$ cat config.mk
export PLATFORM = sky130hd
export DESIGN_NAME = icache_flat
export DESIGN_NICKNAME = d
export VERILOG_FILES = /design/src/rtl/cpu_types_pkg.sv /design/src/rtl/icache_if.sv /design/src/rtl/icache_frames.sv /design/src/rtl/icache.sv /design/src/flat_wrapper.sv
export SDC_FILE = /design/constraint.sdc
export NUM_CORES = 1
export LEC_CHECK = 0
export CAP_MARGIN = 10
export CORE_MARGIN = 2
export CORE_UTILIZATION = 40
export DETAILED_ROUTE_END_ITERATION = 6
export GPL_TIMING_DRIVEN = 1
export PLACE_DENSITY_LB_ADDON = 0.1
export SYNTH_ARGS = -nofsm -noshare
export SYNTH_HDL_FRONTEND = slang
export SYNTH_SLANG_ARGS = --single-unit
export TNS_END_PERCENT = 5
$ cat constraint.sdc
create_clock -name CLK -period 6.4 [get_ports CLK]
set_input_delay 0.64 -clock CLK [delete_from_list [all_inputs] [get_ports CLK]]
set_output_delay 0.64 -clock CLK [all_outputs]
set_load 0.05 [all_outputs]
$ cat src/rtl/cpu_types_pkg.sv
// Shared CPU types: address/frame layouts and FSM states for the instruction cache.
package cpu_types_pkg;

    typedef logic [31:0] word_t;

    localparam int ICACHE_SETS  = 16;
    localparam int ICACHE_IDX_W = $clog2(ICACHE_SETS);
    localparam int ICACHE_TAG_W = 32 - ICACHE_IDX_W - 2;

    typedef struct packed {
        logic [ICACHE_TAG_W-1:0] tag;
        logic [ICACHE_IDX_W-1:0] idx;
        logic [1:0]              bytoff;
    } icache_addr_t;

    typedef struct packed {
        logic                    valid;
        logic [ICACHE_TAG_W-1:0] tag;
        word_t                   data;
    } icache_frame_t;

    typedef enum logic {
        IDLE  = 1'b0,
        FETCH = 1'b1
    } icache_state_t;

    function automatic word_t sat_inc(input word_t v);
        return (v == 32'hFFFF_FFFF) ? v : v + 32'd1;
    endfunction

endpackage

$ cat src/rtl/icache_if.sv
// Fetch-side and memory-controller-side signals of one instruction cache.
interface icache_if;
    import cpu_types_pkg::*;

    logic  imemREN;
    word_t imemaddr;
    logic  flush;
    logic  ihit;
    word_t imemload;
    logic  iREN;
    word_t iaddr;
    logic  iwait;
    word_t iload;

    // slave is the cache itself; master is the core plus memory controller around it
    modport slave (
        input  imemREN, imemaddr, flush, iwait, iload,
        output ihit, imemload, iREN, iaddr
    );

    modport master (
        output imemREN, imemaddr, flush, iwait, iload,
        input  ihit, imemload, iREN, iaddr
    );

endinterface

$ cat src/rtl/icache_frames.sv
// Direct-mapped frame store: async-reset valid bits, one fill port, global clear, combinational read.
module icache_frames
    import cpu_types_pkg::*;
#(
    parameter  int SETS  = ICACHE_SETS,
    localparam int IDX_W = $clog2(SETS),
    localparam int TAG_W = 32 - IDX_W - 2
) (
    input  logic             clk,
    input  logic             rst,
    input  logic             flush,
    input  logic             wr_en,
    input  logic [IDX_W-1:0] wr_idx,
    input  logic [TAG_W-1:0] wr_tag,
    input  word_t            wr_data,
    input  logic [IDX_W-1:0] rd_idx,
    output logic             rd_valid,
    output logic [TAG_W-1:0] rd_tag,
    output word_t            rd_data
);

    logic [SETS-1:0]  valid;
    logic [TAG_W-1:0] tags [SETS];
    word_t            data [SETS];

    // Flush wins over a same-cycle fill so the filled frame stays invalid.
    always_ff @(posedge clk or posedge rst) begin
        if (rst) begin
            valid <= '0;
        end else if (flush) begin
            valid <= '0;
        end else if (wr_en) begin
            valid[wr_idx] <= 1'b1;
        end
    end

    always_ff @(posedge clk) begin
        if (wr_en) begin
            tags[wr_idx] <= wr_tag;
            data[wr_idx] <= wr_data;
        end
    end

    assign rd_valid = valid[rd_idx];
    assign rd_tag   = tags[rd_idx];
    assign rd_data  = data[rd_idx];

endmodule

$ cat src/rtl/icache.sv
// Direct-mapped read-only instruction cache: same-cycle hits, single-word refill on a miss.
// The refill cannot be cancelled; a redirect during FETCH is looked up once the fill completes.
module icache
    import cpu_types_pkg::*;
#(
    parameter int SETS = ICACHE_SETS
) (
    input  logic    CLK,
    input  logic    RST,
    icache_if.slave bus,
    output word_t   hit_count,
    output word_t   miss_count
);

    localparam int IDX_W = $clog2(SETS);
    localparam int TAG_W = 32 - IDX_W - 2;

    icache_state_t    state;
    word_t            miss_addr;
    logic             ren;
    word_t            hit_cnt;
    word_t            miss_cnt;

    logic [IDX_W-1:0] req_idx;
    logic [TAG_W-1:0] req_tag;
    logic             rd_valid;
    logic [TAG_W-1:0] rd_tag;
    word_t            rd_data;
    logic             hit;
    logic             miss;
    logic             fill;
    logic             unused_offset;

    assign req_idx       = bus.imemaddr[IDX_W+1:2];
    assign req_tag       = bus.imemaddr[31:IDX_W+2];
    assign unused_offset = ^bus.imemaddr[1:0];

    assign hit  = (state == IDLE) && bus.imemREN && rd_valid && (rd_tag == req_tag);
    assign miss = (state == IDLE) && bus.imemREN && !hit;
    assign fill = (state == FETCH) && !bus.iwait;

    icache_frames #(
        .SETS(SETS)
    ) frames (
        .clk     (CLK),
        .rst     (RST),
        .flush   (bus.flush),
        .wr_en   (fill),
        .wr_idx  (miss_addr[IDX_W+1:2]),
        .wr_tag  (miss_addr[31:IDX_W+2]),
        .wr_data (bus.iload),
        .rd_idx  (req_idx),
        .rd_valid(rd_valid),
        .rd_tag  (rd_tag),
        .rd_data (rd_data)
    );

    // iREN is a flop so the controller never sees a combinational path from imemREN.
    always_ff @(posedge CLK or posedge RST) begin
        if (RST) begin
            state     <= IDLE;
            miss_addr <= '0;
            ren       <= 1'b0;
        end else begin
            case (state)
                IDLE: begin
                    if (miss) begin
                        miss_addr <= {bus.imemaddr[31:2], 2'b00};
                        ren       <= 1'b1;
                        state     <= FETCH;
                    end
                end
                FETCH: begin
                    if (!bus.iwait) begin
                        ren   <= 1'b0;
                        state <= IDLE;
                    end
                end
                default: begin
                    ren   <= 1'b0;
                    state <= IDLE;
                end
            endcase
        end
    end

    always_ff @(posedge CLK or posedge RST) begin
        if (RST) begin
            hit_cnt  <= '0;
            miss_cnt <= '0;
        end else begin
            if (hit) begin
                hit_cnt <= sat_inc(hit_cnt);
            end
            if (miss) begin
                miss_cnt <= sat_inc(miss_cnt);
            end
        end
    end

    assign bus.ihit     = hit;
    assign bus.imemload = hit ? rd_data : '0;
    assign bus.iREN     = ren;
    assign bus.iaddr    = miss_addr;
    assign hit_count    = hit_cnt;
    assign miss_count   = miss_cnt;

endmodule
$ cat src/flat_wrapper.sv
// flat-port wrapper written by rule: the top's interface ports become plain ports
module icache_flat import cpu_types_pkg::*;
#(
    parameter int SETS = ICACHE_SETS
)
  (CLK, RST, hit_count, miss_count, bus_imemREN, bus_imemaddr, bus_flush, bus_iwait, bus_iload, bus_ihit, bus_imemload, bus_iREN, bus_iaddr);
  icache_if bus_i ();
  input  logic CLK;
  input  logic RST;
  output word_t hit_count;
  output word_t miss_count;
  input wire logic [$bits(bus_i.imemREN)-1:0] bus_imemREN;
  input wire logic [$bits(bus_i.imemaddr)-1:0] bus_imemaddr;
  input wire logic [$bits(bus_i.flush)-1:0] bus_flush;
  input wire logic [$bits(bus_i.iwait)-1:0] bus_iwait;
  input wire logic [$bits(bus_i.iload)-1:0] bus_iload;
  output wire logic [$bits(bus_i.ihit)-1:0] bus_ihit;
  output wire logic [$bits(bus_i.imemload)-1:0] bus_imemload;
  output wire logic [$bits(bus_i.iREN)-1:0] bus_iREN;
  output wire logic [$bits(bus_i.iaddr)-1:0] bus_iaddr;
  assign bus_i.imemREN = bus_imemREN;
  assign bus_i.imemaddr = bus_imemaddr;
  assign bus_i.flush = bus_flush;
  assign bus_i.iwait = bus_iwait;
  assign bus_i.iload = bus_iload;
  assign bus_ihit = bus_i.ihit;
  assign bus_imemload = bus_i.imemload;
  assign bus_iREN = bus_i.iREN;
  assign bus_iaddr = bus_i.iaddr;
  icache #(.SETS(SETS)) u_core (.CLK(CLK), .RST(RST), .bus(bus_i), .hit_count(hit_count), .miss_count(miss_count));
endmodule
Word level (Yosys, flattened, before mapping)
Memories as Yosys holds them, arrays and structs flattened.
Cells that the tools add are included.
{"block": "totals", "register_bits": 112, "memories": 2, "input_bits": 69, "out_inout_bits": 130, "ramBits": 928, "wordCells": 50}
{"name": "u_core.frames.data", "depth": 16, "width": 32, "rd": 1, "rd_ports_with_merged_regs": 0, "wr": 1, "line": "icache_frames.sv:24", "source": "word_t data [SETS];"}
{"name": "u_core.frames.tags", "depth": 16, "width": 26, "rd": 1, "rd_ports_with_merged_regs": 0, "wr": 1, "line": "icache_frames.sv:23", "source": "logic [TAG_W-1:0] tags [SETS];"}
{"block": "op_classes", "eq_ne": 5, "addsub": 2, "n_reduce_logical": 13, "muxes": 15, "order_cmp": 3, "bitwise": 4}
{"cell": "adder 32 x 1 -> 32 bit (second input constant)", "n": 2}
{"cell": "equality test 32 bit (second input constant)", "n": 2}
{"cell": "two-way mux 16 bit", "n": 2}
{"cell": "two-way mux 32 bit", "n": 1}
{"cell": "equality test 26 bit", "n": 1}
{"cell": "OR 16 bit", "n": 1}
{"cell": "< comparator 4 x 5 -> 1 bit (second input constant)", "n": 2}
{"cell": "two-way mux 1 bit", "n": 8}
{"cell": "AND reduction 2 bit", "n": 4}
{"cell": "logical AND 1 bit", "n": 6}
{"cell": "binary-select mux 1 bit (select 4 bit)", "n": 1}
{"cell": "demux 1 bit (select 4 bit)", "n": 1}
{"cell": ">= comparator 4 x 1 -> 1 bit (second input constant)", "n": 1}
{"cell": "case mux 1 bit (2 select lines)", "n": 2}
{"cell": "NOT 1 bit", "n": 3}
{"cell": "logical NOT 1 bit", "n": 2}
{"cell": "inequality test 2 x 1 -> 1 bit (second input constant)", "n": 1}
{"cell": "inequality test 2 bit (second input constant)", "n": 1}
{"cell": "nonzero test 2 bit", "n": 1}

Longest topological paths before layout
Gate-level depths: netlist of run 1.
{"block": "logic_depth", "ltp_word": 8, "mapped_depth": 15, "depth_no_buf": 9}

Hierarchy
A second synthesis of run 1 with hierarchy kept.
{"block": "unflattened", "cells_unflattened": 1959, "area_unflattened_um2": 40391.2}
{"mod": "icache_frames", "seq_area_each_um2": 28267.1, "instances": 1, "cells_each": 1507, "area_per_inst_um2": 35410.2}
{"mod": "icache", "seq_area_each_um2": 2402.3, "instances": 1, "cells_each": 452, "area_per_inst_um2": 4981.0}

Worst setup path before layout of run 1
Ideal clock, no wire load.
{"block": "synth_timing", "path_kind": "input port to flip-flop", "from": "input port bus_iwait", "to": "memory u_core.frames.data[0][0] (netlist bit) (enable)", "path_slack_ns": 0.692, "required_time_ns": 5.852, "stages": 3, "t_arrival_ns": 5.160, "path_cell_list": "nand2b_1 -> or3_1 -> nor3_1"}
{"block": "synth_between", "elab_chain_cells": 4}
{"item": "start: declaration", "line": "flat_wrapper.sv:15", "source": "input wire logic [$bits(bus_i.iwait)-1:0] bus_iwait;"}
{"item": "logical NOT 1 bit", "line": "icache.sv:40", "source": "assign fill = (state == FETCH) && !bus.iwait;"}
{"item": "logical AND 1 bit", "line": "icache.sv:40"}
{"item": "two-way mux 1 bit", "line": "icache_frames.sv:38", "source": "if (wr_en) begin"}
{"item": "two-way mux 1 bit (implied by the code)", "line": "icache_frames.sv:40", "source": "data[wr_idx] <= wr_data;"}
{"item": "end: declaration", "line": "icache_frames.sv:24"}
Every way passes these cells.

Final worst setup path of run 1
{"block": "layout_timing", "from": "input port bus_imemaddr[4]", "to": "output port bus_imemload[11]"}
{"block": "layout_between", "elab_chain_cells": 5}
{"item": "start: declaration", "line": "flat_wrapper.sv:13", "source": "input wire logic [$bits(bus_i.imemaddr)-1:0] bus_imemaddr;"}
{"item": "parallel branches: the longest is 4 deep, another holds memory read (16 x 26 bit)"}
{"item": "two-way mux 32 bit (*)", "line": "icache.sv:102", "source": "assign bus.imemload = hit ? rd_data : '0;"}
{"item": "end: declaration", "line": "flat_wrapper.sv:18", "source": "output wire logic [$bits(bus_i.imemload)-1:0] bus_imemload;"}
Every way passes the cells marked *. The select of a mux whose other input is x is not followed.

==> metrics.cfg, run 1 <==
[worst_setup_path]
cp-startpoint = bus_imemaddr[4]
worst_r2r_startpoint = u_core.frames.tags[0][3]$_DFFE_PP_
crit_end = bus_imemload[11]
worstPathMaxFanout = 43
cp.arrival_ns = 4.99
worstPathRequired_ns = 5.76
start_kind = primary input
path_class = in2out
r2r-end = u_core.bus.iaddr[9]$_DFFE_PP0P_
reg2reg_depth = 12
r2r_setup_slack_ns = 2.14
end_kind = output port

[detailed_routing]
totalWireLength_mm = 98.48
vias = 19907
drtPass1Iterations = 7
first_iter_violations = 1554
drc = 0
via_per_inst = 5.379
drtAntennaViolNets = 0
wl_per_cell_um = 26.61

[logic_synthesis]
synth_top_family_by_area = multiplexers
synthArstFlopShare = 0.1077
synth_area_leaders = edfxtp_1 (68%), mux4_2 (14%), dfrtp_1 (6.9%), mux2i_1 (1.8%), xnor2_1 (1.2%)
synth_fa_ha_area_frac = 0.0006132
yosysMostFrequentCell = edfxtp_1
synth_top_area_share = 0.6828
ys_types = 57
synth_seq_area_share = 0.7515
ys_seq_elements = 1040
synth_area_per_cell_sq_um = 20.76
syn_area_sq_um = 40810
muxShareOfSynthArea = 0.1649
synth_ff_type = edfxtp_1
synth_edf_count = 928
yosys_warnings = 0
synth_compound_area_frac = 0.01067
synth_xor_area_frac = 0.01974
synthSimpleGateAreaFrac = 0.03995
yosysTopAreaCell = edfxtp_1
synth_cells = 1966
synth_common_cells = edfxtp_1 (928), mux4_2 (247), dfrtp_1 (112), mux2i_1 (74), xnor2_1 (54)

[final_layout]
drive_gt1_frac = 0.2358
finalNetCount = 2309
syn_to_final_growth_pct = 18.09

[worst_hold_path]
hp-class = in2async

[clock_network]
cts.sinks = 1040
cts_tree = done
cts_hold_buf = 0
cts_buffers = 111
cts_setup_buffers = 0
clk-insertion-delay-late_ns = 0.69
root_buffer = clkbuf_16
max-clock-path-buffers = 3
htree_num_levels = 3
path_clk_slew_ns = 0.06
cts_resized = 0

[floorplanning]
fp.dieH_um = 323.4
die_w_um = 323.4
row_count = 117
ioPinCount = 199
coreArea_sq_um = 101400
initial_utilization = 0.4023
die_area_sq_um = 104600

[sta]
worstMarginPinSlew_ns = 1.071
skew_ns = 0.02338
timing.setup.tns_ns = 0
finalWorstSetupSlack_ns = 0.7650
relSlewSlack = 0.2862
max_freq_mhz = 177.5
min_period_over_period = 0.8805
setup_viol_count_final = 0
grt_setup_unrepaired = no
hold_viol_final = 0
slew_violations = 0
post-route-min-period_ns = 5.635

[outcome]
status = complete, no violations

[global_routing]
gr-total-overflow = 0
track_usage = 0.1905
grt_max_degree = 77
antenna_found_initial = 3
grt_pass1_wl_mm = 143.8
grt_pass1_vias = 20972

[power_and_ir_drop]
power-per-cell-area_nw_per_um2 = 319.2
cellLeakagePower_nw = 15.94
vdd_ir_drop_max_uv = 209.0

[place]
hpwl_mm = 51.96
post-place-ws_ns = 0.6081
routabilityCongestion = 0.7448
io_buffers = 194

[flow_run]
cap_violations = 0

==> worst max-delay path, cell delays in order <==
cell             delay (ns)
buf_6                  0.45
buf_12                 0.31
mux4_2                 0.52
a211oi_1               0.30
a21oi_1                0.09
xor2_1                 0.18
nor4_1                 0.63
nand4_1                0.38
buf_4                  0.40
nor2b_1                0.18
clkdlybuf4s50_1        0.82
==> routing by layer <==
metal,up-vias,global-route usage,share of wire
met1,10710,0.2575,0.43
li1,8603,-,-
met3,145,0.03306,0.045
met2,443,0.3219,0.50
met4,6,0.04630,0.021
met5,-,0,0.00040
==> cell type report <==
type | instances | area [sq um]
diodes | 1 | 2.502
clock inverters | 65 | 518.0
inverters | 14 | 57.56
clock buffers | 142 | 2984
multi-input cells | 818 | 9748
well taps | 1368 | 1712
fillers | 8426 | 53260
flip-flops and latches | 1040 | 30670
repair buffers | 253 | 2501
==> flip-flops by register name, summed over array words and instances, names as in the netlist <==
signal	cells
u_core.frames.valid	16
u_core.miss_count	32
u_core.frames.tags	416
u_core.hit_count	32
u_core.frames.data	512
u_core.bus.iREN	1
u_core.state	1
u_core.bus.iaddr	30
==> logic make-up (layout without fill, tap and decap cells) <==
logic type,Yosys count,in the layout
DFF,1040,1040
muxes,359,359
and+or+nand+nor,304,304
buffers and inverters,109,474
xor gates and xnor gates,92,92
AOI/OAI and AO/OA,59,59
adders and majority gates,2,2
other,1,3
==> layout by cell type (no fill, tap or decap), drive strengths merged, types with 9 or more instances in the layout <==
cell type | netlist | routed
and3 | 29 | 29
nor2b | 42 | 42
nor3 | 32 | 32
nand2 | 48 | 48
edfxtp | 928 | 928
nor2 | 50 | 50
xor2 | 38 | 38
mux4 | 247 | 247
clkinv | 1 | 47
nor4 | 9 | 9
clkdlybuf4s50 | 0 | 174
a22oi | 15 | 15
mux2 | 38 | 38
inv | 13 | 19
dfrtp | 112 | 112
xnor2 | 54 | 54
nand3 | 38 | 38
mux2i | 74 | 74
clkbuf | 29 | 142
buf | 66 | 79
and2 | 9 | 9
nand4 | 22 | 22
==> worst min-delay path by stage <==
stage                                        start                                  end  slack [ns]  cells after the start
2_1_floorplan  u_core.frames.valid[12]$_DFFE_PP0P_  u_core.frames.valid[12]$_DFFE_PP0P_        0.46                      2
3_3_place_gp           u_core.bus.iREN$_DFFE_PP0P_          u_core.bus.iREN$_DFFE_PP0P_        0.47                      2
3_5_place_dp           u_core.bus.iREN$_DFFE_PP0P_          u_core.bus.iREN$_DFFE_PP0P_        0.48                      2
4_1_cts                                        RST     u_core.hit_count[18]$_DFFE_PP0P_        0.37                      2
5_1_grt                                        RST     u_core.hit_count[13]$_DFFE_PP0P_        0.41                      2
6_report                                       RST     u_core.hit_count[13]$_DFFE_PP0P_        0.38                      2
==> per-stage QoR <==
| stage | instance area, sq um | util | hold WS (ns) | std cells | total power [W] |
|---|---|---|---|---|---|
| 2_1_floorplan | 40810 | - | 0.4608 | 1967 | 0.008843 |
| 3_3_place_gp | 44690 | 0.4405 | 0.4687 | 3493 | 0.009377 |
| 3_5_place_dp | 44690 | 0.4405 | 0.4758 | 3493 | 0.009414 |
| 4_1_cts | 48190 | 0.4750 | 0.3705 | 3700 | 0.01557 |
| 5_1_grt | 48190 | 0.4750 | 0.4118 | 3700 | 0.01594 |
| 6_report | 48190 | 0.4750 | 0.3814 | 3701 | 0.01538 |
==> where the power goes <==
part | switching, W | total (W) | internal, W
sequential | 0.000244 | 0.00801 | 0.00777
combinational | 0.000755 | 0.00123 | 0.000477
clock | 0.00261 | 0.00614 | 0.00353
Note: power is estimated with default switching activity, not from simulation.
==> run 2, diff against run 1 <==
--- a/config.mk
+++ b/config.mk
@@ -5,9 +5,11 @@
 export SDC_FILE = /design/constraint.sdc
 export NUM_CORES = 1
 export LEC_CHECK = 0
+export ABC_AREA = 1
 export CAP_MARGIN = 10
 export CORE_MARGIN = 2
 export CORE_UTILIZATION = 40
+export CTS_BUF_LIST = sky130_fd_sc_hd__clkbuf_4 sky130_fd_sc_hd__clkbuf_8 sky130_fd_sc_hd__clkbuf_16
 export DETAILED_ROUTE_END_ITERATION = 6
 export GPL_TIMING_DRIVEN = 1
 export PLACE_DENSITY_LB_ADDON = 0.1
==> run 2 against run 1 <==
Effect of this change:
- power grew 1.7%
- clock skew shrank 0.0025 ns
- combinational power grew 11%
- count of clock-buffer cells in the layout grew 2
- critical path depth grew 7
- non-clock buffer count grew 15
- routed wire length grew 30%
==> metrics.cfg, run 2 <==
[floorplanning]
row_count = 122
ioPinCount = 199
initial_utilization = 0.4020
coreArea_sq_um = 110200
fp.dieH_um = 336.8
die_w_um = 336.8
die_area_sq_um = 113500

[worst_setup_path]
cp.arrival_ns = 4.50
critPathMostFrequentCell = nand2_1
worst_r2r_startpoint = u_core.hit_count[0]$_DFFE_PP0P_
worstPathMaxFanout = 150
start_kind = primary input
slowest_stage = inv_8
cp-startpoint = bus_imemaddr[3]
crit_chain = clkbuf_8 -> inv_8 -> nor2_1 -> o21ai_1 -> nand3_1 -> nand3_1 -> nand2_1 -> nand2_1 -> nand2_1 -> nor2_1 -> nand2_1 -> nor2_1 -> nand2_2 -> buf_4 -> buf_4 -> nor4_1 -> buf_4 -> buf_12
worstPathRequired_ns = 5.76
cpPeakStageDelay_ns = 0.84
end_kind = output port
path_class = in2out

[clock_network]
cts_tree = done
cts.sinks = 1040
path_clk_slew_ns = 0.06
root_buffer = clkbuf_16
max-clock-path-buffers = 3
cts_setup_buffers = 0
htree_num_levels = 3
clk-insertion-delay-late_ns = 0.69
cts_resized = 0
cts_hold_buf = 0
cts_buffers = 111

[place]
hpwl_mm = 67.24
io_buffers = 194
dpl.cell_count = 5519
routabilityCongestion = 0.8548

[global_routing]
grt_max_degree = 199
track_usage = 0.2241
gr-total-overflow = 0
grt_pass1_vias = 29117
grt_pass1_wl_mm = 189.7
antenna_found_initial = 3

[logic_synthesis]
yosysMostFrequentCell = nand2_1
synth_common_cells = nand2_1 (1,219), edfxtp_1 (928), nand3_1 (317), a21oi_1 (245), inv_1 (239)
synthArstFlopShare = 0.1077
synth_top_area_share = 0.6289
ys_types = 43
synth_edf_count = 928
yosysTopAreaCell = edfxtp_1
ys_seq_elements = 1040
synth_area_per_cell_sq_um = 11.09
synth_seq_area_share = 0.6922
syn_area_sq_um = 44310
synth_area_leaders = edfxtp_1 (63%), nand2_1 (10%), dfrtp_1 (6.3%), nand3_1 (3.6%), a21oi_1 (2.8%)
yosys_warnings = 0
synth_cells = 3995
synth_ff_type = edfxtp_1

[sta]
skew_ns = 0.02089
setup_viol_count_final = 0
grt_setup_unrepaired = no
hold_viol_final = 0
relSlewSlack = 0.1709
post-route-min-period_ns = 5.138
min_period_over_period = 0.8028
timing.setup.tns_ns = 0
worstMarginPinSlew_ns = 1.244
max_freq_mhz = 194.6
slew_violations = 0

[detailed_routing]
drc = 0
drtAntennaViolNets = 0
totalWireLength_mm = 127.7
drtPass1Iterations = 6
wl_per_cell_um = 22.32
first_iter_violations = 2665
vias = 30472
via_per_inst = 5.327

[final_layout]
top_register = u_core.frames.data
top_regs = u_core.frames.data (512), u_core.frames.tags (416)
syn_to_final_growth_pct = 16.56
largest_reg_flops = 512
drive_gt1_frac = 0.07636
final_common_cell = nand2_1
finalNetCount = 4216
final_cells = 5720
mostFrequentLayoutCells = nand2_1 (1,219), edfxtp_1 (928), nand3_1 (317)

[power_and_ir_drop]
power-per-cell-area_nw_per_um2 = 303.0
vdd_ir_drop_max_uv = 216.9
cellLeakagePower_nw = 19.22

[outcome]
status = complete, no violations

[worst_hold_path]
hp-class = in2async

[flow_run]
cap_violations = 0

-- run 2: changes by cell type after synthesis, moves of 42 or more --
cell	previous run	this run
xnor2_1	54	11
a21oi_1	8	245
nand3_1	38	317
nand2_1	48	1219
nand4_1	22	70
inv_1	13	239
a221oi_1	6	90
nor2b_1	42	0
mux2i_1	74	0
mux4_2	247	0
clkbuf_1	29	103
o21ai_1	0	58
nor2_1	50	219
-- run 2: cells by family after synthesis --
kind of cell | synth area share
fa+ha+maj | 0.0005647
buf+inv | 0.04764
flops | 0.6922
compound gates | 0.06650
simple gates | 0.1850
xor+xnor | 0.008104
other cells | 0.00008463
-- run 2: metal layers --
| metal | routed length (um) | GRT usage |
|---|---|---|
| met1 | 57350 | 0.3161 |
| met2 | 59560 | 0.3607 |
| met3 | 7242 | 0.03336 |
| met4 | 3516 | 0.06392 |
| met5 | 13 | 0 |
-- run 2: final timing paths --
path	slack [ns]	cells past startpoint	to
max	1.26	18	bus_imemload[1]
min	0.47	2	u_core.hit_count[25]$_DFFE_PP0P_
max reg2reg	3.35	12	u_core.hit_count[0]$_DFFE_PP0P_
min reg2reg	0.48	2	u_core.state$_DFF_PP0_
max in group asynchronous	4.86	3	u_core.bus.iaddr[2]$_DFFE_PP0P_
min in group CLK	0.48	2	u_core.state$_DFF_PP0_
-- run 2: final cells by class --
class	instances	area, sq um
clock buffer	144	3062
clock inverter	54	483.0
tap	1488	1862
timing repair buffer	268	2943
antenna	2	5.005
sequential	1040	30670
multi-input combinational	2475	11650
inverter	249	970.9
fill	10102	58560
-- run 2: metrics by stage --
stage / hold WS [ns] / setup WS (ns) / util / power (W) / area, sq um
after global routing: 0.5019 / 0.8868 / 0.4686 / 0.01618 / 51640
after CTS: 0.4798 / 1.151 / 0.4685 / 0.01577 / 51630
after global placement: 0.4598 / 1.142 / 0.4363 / 0.009467 / 48080
after floorplan: 0.4437 / 2.123 / - / 0.008866 / 44310
after detailed placement: 0.4644 / 1.184 / 0.4363 / 0.009478 / 48080
final: 0.4739 / 1.262 / 0.4686 / 0.01565 / 51650
-- run 2: power by group --
group / internal [W] / switching (W) / leakage, nW / total, W
Combinational: 0.000368 / 0.00100 / 7.55 / 0.00137
Clock: 0.00370 / 0.00262 / 1.78 / 0.00632
Sequential: 0.00773 / 0.000226 / 9.89 / 0.00795
Total: 0.0118 / 0.00385 / 19.2 / 0.0157
-- run 2: critical path, delay by kind of cell --
kind                   cells  cell delay, ns
buffers and inverters      6            2.08
AND/OR/NAND/NOR           11            1.49
AO/OA/AOI/OAI              1            0.12
==> RTL edit 1, RTL diff (config.mk and constraints of run 1) <==
Set the package constant `ICACHE_SETS` to 32 (it was 16).
--- a/src/rtl/cpu_types_pkg.sv
+++ b/src/rtl/cpu_types_pkg.sv
@@ -5,3 +5,3 @@
 
-    localparam int ICACHE_SETS  = 16;
+    localparam int ICACHE_SETS  = 32;
     localparam int ICACHE_IDX_W = $clog2(ICACHE_SETS);
Function: not settled (the Yosys comparison gave no result); the edit may change what the design does.
==> RTL edit 1 against run 1 <==
  * Wire length up 110%
  * Combinational power is 54% higher
  * Register-to-register slack got worse by 290 ps
  * Die area increased by 84%
  * Final cell count increased by 78%
  * Worst setup slack worse by 500 ps
  * Sequential share of layout area up 1.8 points
  * Cell area rose by 84%
  * Sequential cell count up 912
  * Critical path depth grew 4
  * Clock power rose by 94%
  * Power increased by 87%
  * Synthesized area grew 86%
  * Largest power group unchanged
==> RTL edit 1: results (changes against run 1) <==
<table>
<tr><th>Metric</th><th>Value</th></tr>
<tr><th colspan="2">Cells and area</th></tr>
<tr><td>Number of fill cells</td><td>15500 (+85%)</td></tr>
<tr><td>Largest regs</td><td>u_core.frames.data: 1024 flops, u_core.frames.tags: 800 flops</td></tr>
<tr><td>Register share of the cell area</td><td>65.4% (+1.8 points)</td></tr>
<tr><td>Proportion of layout cells with a drive suffix above 1</td><td>25.0% (+1.5 points)</td></tr>
<tr><td>Area growth syn-to-layout</td><td>17.0%</td></tr>
<tr><td>Clock buf/inv share</td><td>7.57% (+0.30 points)</td></tr>
<tr><td>Non-Clock Buffer Count</td><td>342 (+35%)</td></tr>
<tr><td>Share of final layout cell area taken by non-clock buffers</td><td>4.28% (-0.91 points)</td></tr>
<tr><th colspan="2">Clocking</th></tr>
<tr><td>Total clock buffers created by CTS</td><td>206 (+86%)</td></tr>
<tr><td>CTS H-Tree Depth</td><td>4 (+1)</td></tr>
<tr><td>Number of clock sinks</td><td>1952 (+88%)</td></tr>
<tr><th colspan="2">Global routing</th></tr>
<tr><td>Global-route wire length before repair</td><td>295 mm (+100%)</td></tr>
<tr><td>Via count of the first global-routing pass</td><td>37600 (+79%)</td></tr>
<tr><td>GRT Util Overall</td><td>21.7% (+2.6 points)</td></tr>
<tr><th colspan="2">Routing</th></tr>
<tr><td>Average wire per standard cell</td><td>31.6 um (+19%)</td></tr>
<tr><td>Average via count per standard cell</td><td>5.61 (+4.3%)</td></tr>
<tr><td>Wire length on met1</td><td>90.2 mm (+110%)</td></tr>
<tr><th colspan="2">Run status</th></tr>
<tr><td>Result of the run</td><td>complete, no violations</td></tr>
<tr><th colspan="2">Setup path</th></tr>
<tr><td>Critical path peak fanout</td><td>74 (+72%)</td></tr>
<tr><td>Crit path max-delay cell type</td><td>sky130_fd_sc_hd__nor4_1</td></tr>
<tr><td>Origin of the worst setup path</td><td>bus_imemaddr[2]</td></tr>
<tr><td>Crit path capture</td><td>bus_imemload[22]</td></tr>
<tr><th colspan="2">Power</th></tr>
<tr><td>Leak Pwr</td><td>0.0287 uW (+80%)</td></tr>
<tr><th colspan="2">Timing</th></tr>
<tr><td>Fin Clk Skew</td><td>24.8 ps (+1.43 ps)</td></tr>
<tr><th colspan="2">Place</th></tr>
<tr><td>DP Worst Slack</td><td>222 ps (-387 ps)</td></tr>
<tr><th colspan="2">Logic synthesis</th></tr>
<tr><td>Synth Area in XOR/XNOR</td><td>0.925% (-1.0 points)</td></tr>
<tr><td>Sequential element share of the synthesized area</td><td>76.6% (+1.4 points)</td></tr>
</table>
-- RTL edit 1: changes by cell type in the layout (fill, tap and decap cells not counted), moves of 28 or more --
cell / before / now
sky130_fd_sc_hd__mux4_2: 247 / 456
sky130_fd_sc_hd__a22oi_1: 15 / 67
sky130_fd_sc_hd__mux2i_1: 74 / 161
sky130_fd_sc_hd__nand2_1: 47 / 145
sky130_fd_sc_hd__clkbuf_16: 111 / 210
sky130_fd_sc_hd__edfxtp_1: 928 / 1824
sky130_fd_sc_hd__buf_12: 12 / 64
sky130_fd_sc_hd__a21oi_1: 8 / 42
sky130_fd_sc_hd__nand3_1: 38 / 66
sky130_fd_sc_hd__xnor2_1: 54 / 22
sky130_fd_sc_hd__nor2_1: 38 / 90
sky130_fd_sc_hd__clkbuf_1: 22 / 67
sky130_fd_sc_hd__buf_4: 63 / 117
-- RTL edit 1: power breakdown --
part / switching, uW / internal (uW)
clock: 4990 / 6920
combinational: 1200 / 689
sequential: 390 / 14500
total: 6580 / 22100
==> RTL edit 2, RTL diff (flow settings as in run 1) <==
Made on the original files. Reset style: synchronous (`RST` and `rst`), changed in 3 clocked blocks. Comments in the files are not updated.
--- a/src/rtl/icache_frames.sv
+++ b/src/rtl/icache_frames.sv
@@ -26,3 +26,3 @@
     // Flush wins over a same-cycle fill so the filled frame stays invalid.
-    always_ff @(posedge clk or posedge rst) begin
+    always_ff @(posedge clk) begin
         if (rst) begin
--- a/src/rtl/icache.sv
+++ b/src/rtl/icache.sv
@@ -58,3 +58,3 @@
     // iREN is a flop so the controller never sees a combinational path from imemREN.
-    always_ff @(posedge CLK or posedge RST) begin
+    always_ff @(posedge CLK) begin
         if (RST) begin
@@ -86,3 +86,3 @@
 
-    always_ff @(posedge CLK or posedge RST) begin
+    always_ff @(posedge CLK) begin
         if (RST) begin
Formal check against the unedited RTL: not equivalent (a bounded check fails within 4 cycles, from zero or initial values and one cycle with RST high; the reset may be asserted at any time).
==> RTL edit 2 against run 1 <==
  * Wire length is 3.3% higher
  * Sequential cell count stayed put
  * Combinational power is 41% lower
  * Worst setup slack better by 60 ps
  * Sequential power is 6.4% lower
  * Cell area is 1.2% higher
  * Final cell count is 2.2% higher
  * Count of clock-buffer cells in the layout is 4 lower
  * Synthesized area is 0.89% higher
  * Power is 6.4% lower
  * Highest routed layer unchanged
==> RTL edit 2: results (changes against run 1) <==
<table>
<tr><th>Metric</th><th>Value</th></tr>
<tr><th colspan="2">Logic synthesis</th></tr>
<tr><td>Complex-gate fraction of the synthesized area</td><td>1.75% (+0.69 points)</td></tr>
<tr><td>Post-Synth Adder-Cell Area</td><td>0.0608% (-0.00054 points)</td></tr>
<tr><td>Syn Area/Cell</td><td>20.1 sq um (-3.3%)</td></tr>
<tr><td>Synth top cells by count</td><td>928 x sky130_fd_sc_hd__edfxtp_1, 244 x sky130_fd_sc_hd__mux4_2, 112 x sky130_fd_sc_hd__dfxtp_1</td></tr>
<tr><td>Synth Area in XOR/XNOR</td><td>0.912% (-1.1 points)</td></tr>
<tr><td>Post-synthesis async set-or-reset flop share</td><td>0% (-11 points)</td></tr>
<tr><th colspan="2">Setup path</th></tr>
<tr><td>Startpoint of the lowest-slack register-to-register path</td><td>u_core.frames.tags[1][19]</td></tr>
<tr><td>Critical path peak fanout</td><td>80 (+86%)</td></tr>
<tr><td>FF-to-FF setup slack</td><td>2490 ps (+350 ps)</td></tr>
<tr><td>Cells on worst reg2reg path</td><td>11 (-1)</td></tr>
<tr><th colspan="2">Cells and area</th></tr>
<tr><td>Clock buf/inv share</td><td>7.26% (about the same)</td></tr>
<tr><td>Comb_multi_in</td><td>890 (+8.8%)</td></tr>
<tr><td>Footprint of the multi-input gates</td><td>10500 sq um (+7.9%)</td></tr>
<tr><td>Sequential Area</td><td>30100 sq um (-1.8%)</td></tr>
<tr><td>Share of final layout cell area taken by non-clock buffers</td><td>5.81% (+0.62 points)</td></tr>
<tr><td>Count of inverters other than clock inverters in the layout</td><td>15 (+1)</td></tr>
<tr><th colspan="2">Power</th></tr>
<tr><td>Switching part of the total</td><td>21.6% (-1.8 points)</td></tr>
<tr><th colspan="2">Run status</th></tr>
<tr><td>Result of the run</td><td>complete, no violations</td></tr>
<tr><th colspan="2">Routing</th></tr>
<tr><td>Router iterations before antenna repair</td><td>5 (-2)</td></tr>
<tr><td>Wire length on met3</td><td>4.99 mm (+13%)</td></tr>
<tr><td>Sum of met2 wire segment lengths after detailed routing</td><td>49.7 mm (+0.67%)</td></tr>
<tr><th colspan="2">Global routing</th></tr>
<tr><td>Met1 GRT Util</td><td>26.4% (+0.61 points)</td></tr>
<tr><td>GRT met3 Usage</td><td>3.70% (+0.39 points)</td></tr>
<tr><td>Met2 track demand over resource</td><td>31.7% (-0.48 points)</td></tr>
<tr><td>Antenna violations before repair</td><td>7 (+4)</td></tr>
<tr><th colspan="2">Place</th></tr>
<tr><td>DP Area</td><td>45200 sq um (+1.2%)</td></tr>
<tr><td>HPWL reported at the end of detailed placement</td><td>56.0 mm (+7.8%)</td></tr>
<tr><td>DP Worst Slack</td><td>734 ps (+126 ps)</td></tr>
</table>
[RTL edit 2: changes by cell type after synthesis, moves of 19 or more]
| cell | before | now |
|---|---|---|
| sky130_fd_sc_hd__o21ai_0 | 4 | 25 |
| sky130_fd_sc_hd__dfrtp_1 | 112 | 0 |
| sky130_fd_sc_hd__or3_1 | 2 | 21 |
| sky130_fd_sc_hd__mux4_1 | 0 | 26 |
| sky130_fd_sc_hd__dfxtp_1 | 0 | 112 |
| sky130_fd_sc_hd__a21oi_1 | 8 | 36 |
| sky130_fd_sc_hd__nor2_1 | 50 | 93 |
| sky130_fd_sc_hd__xor2_1 | 38 | 9 |
| sky130_fd_sc_hd__xnor2_1 | 54 | 32 |
| sky130_fd_sc_hd__and2_1 | 8 | 35 |
[RTL edit 2: critical path, stage by stage]
cell and delay, ps:
sky130_fd_sc_hd__buf_8 670, sky130_fd_sc_hd__buf_4 540, sky130_fd_sc_hd__mux4_1 600, sky130_fd_sc_hd__mux2i_1 200, sky130_fd_sc_hd__mux2i_1 130, sky130_fd_sc_hd__xnor2_1 340, sky130_fd_sc_hd__nor2b_1 190, sky130_fd_sc_hd__nand4_1 190
sky130_fd_sc_hd__buf_4 220, sky130_fd_sc_hd__or3_1 400, sky130_fd_sc_hd__inv_2 90, sky130_fd_sc_hd__buf_12 160, sky130_fd_sc_hd__and2_1 230, sky130_fd_sc_hd__buf_12 150
[RTL edit 2: power by group through the flow]
stage / Clock [uW] / Combinational, uW / Sequential [uW]
2_1_floorplan: 0 / 413 / 7670
3_3_place_gp: 0 / 729 / 7630
3_5_place_dp: 0 / 737 / 7640
4_1_cts: 6340 / 738 / 7500
5_1_grt: 6600 / 771 / 7500
6_report: 6180 / 721 / 7500
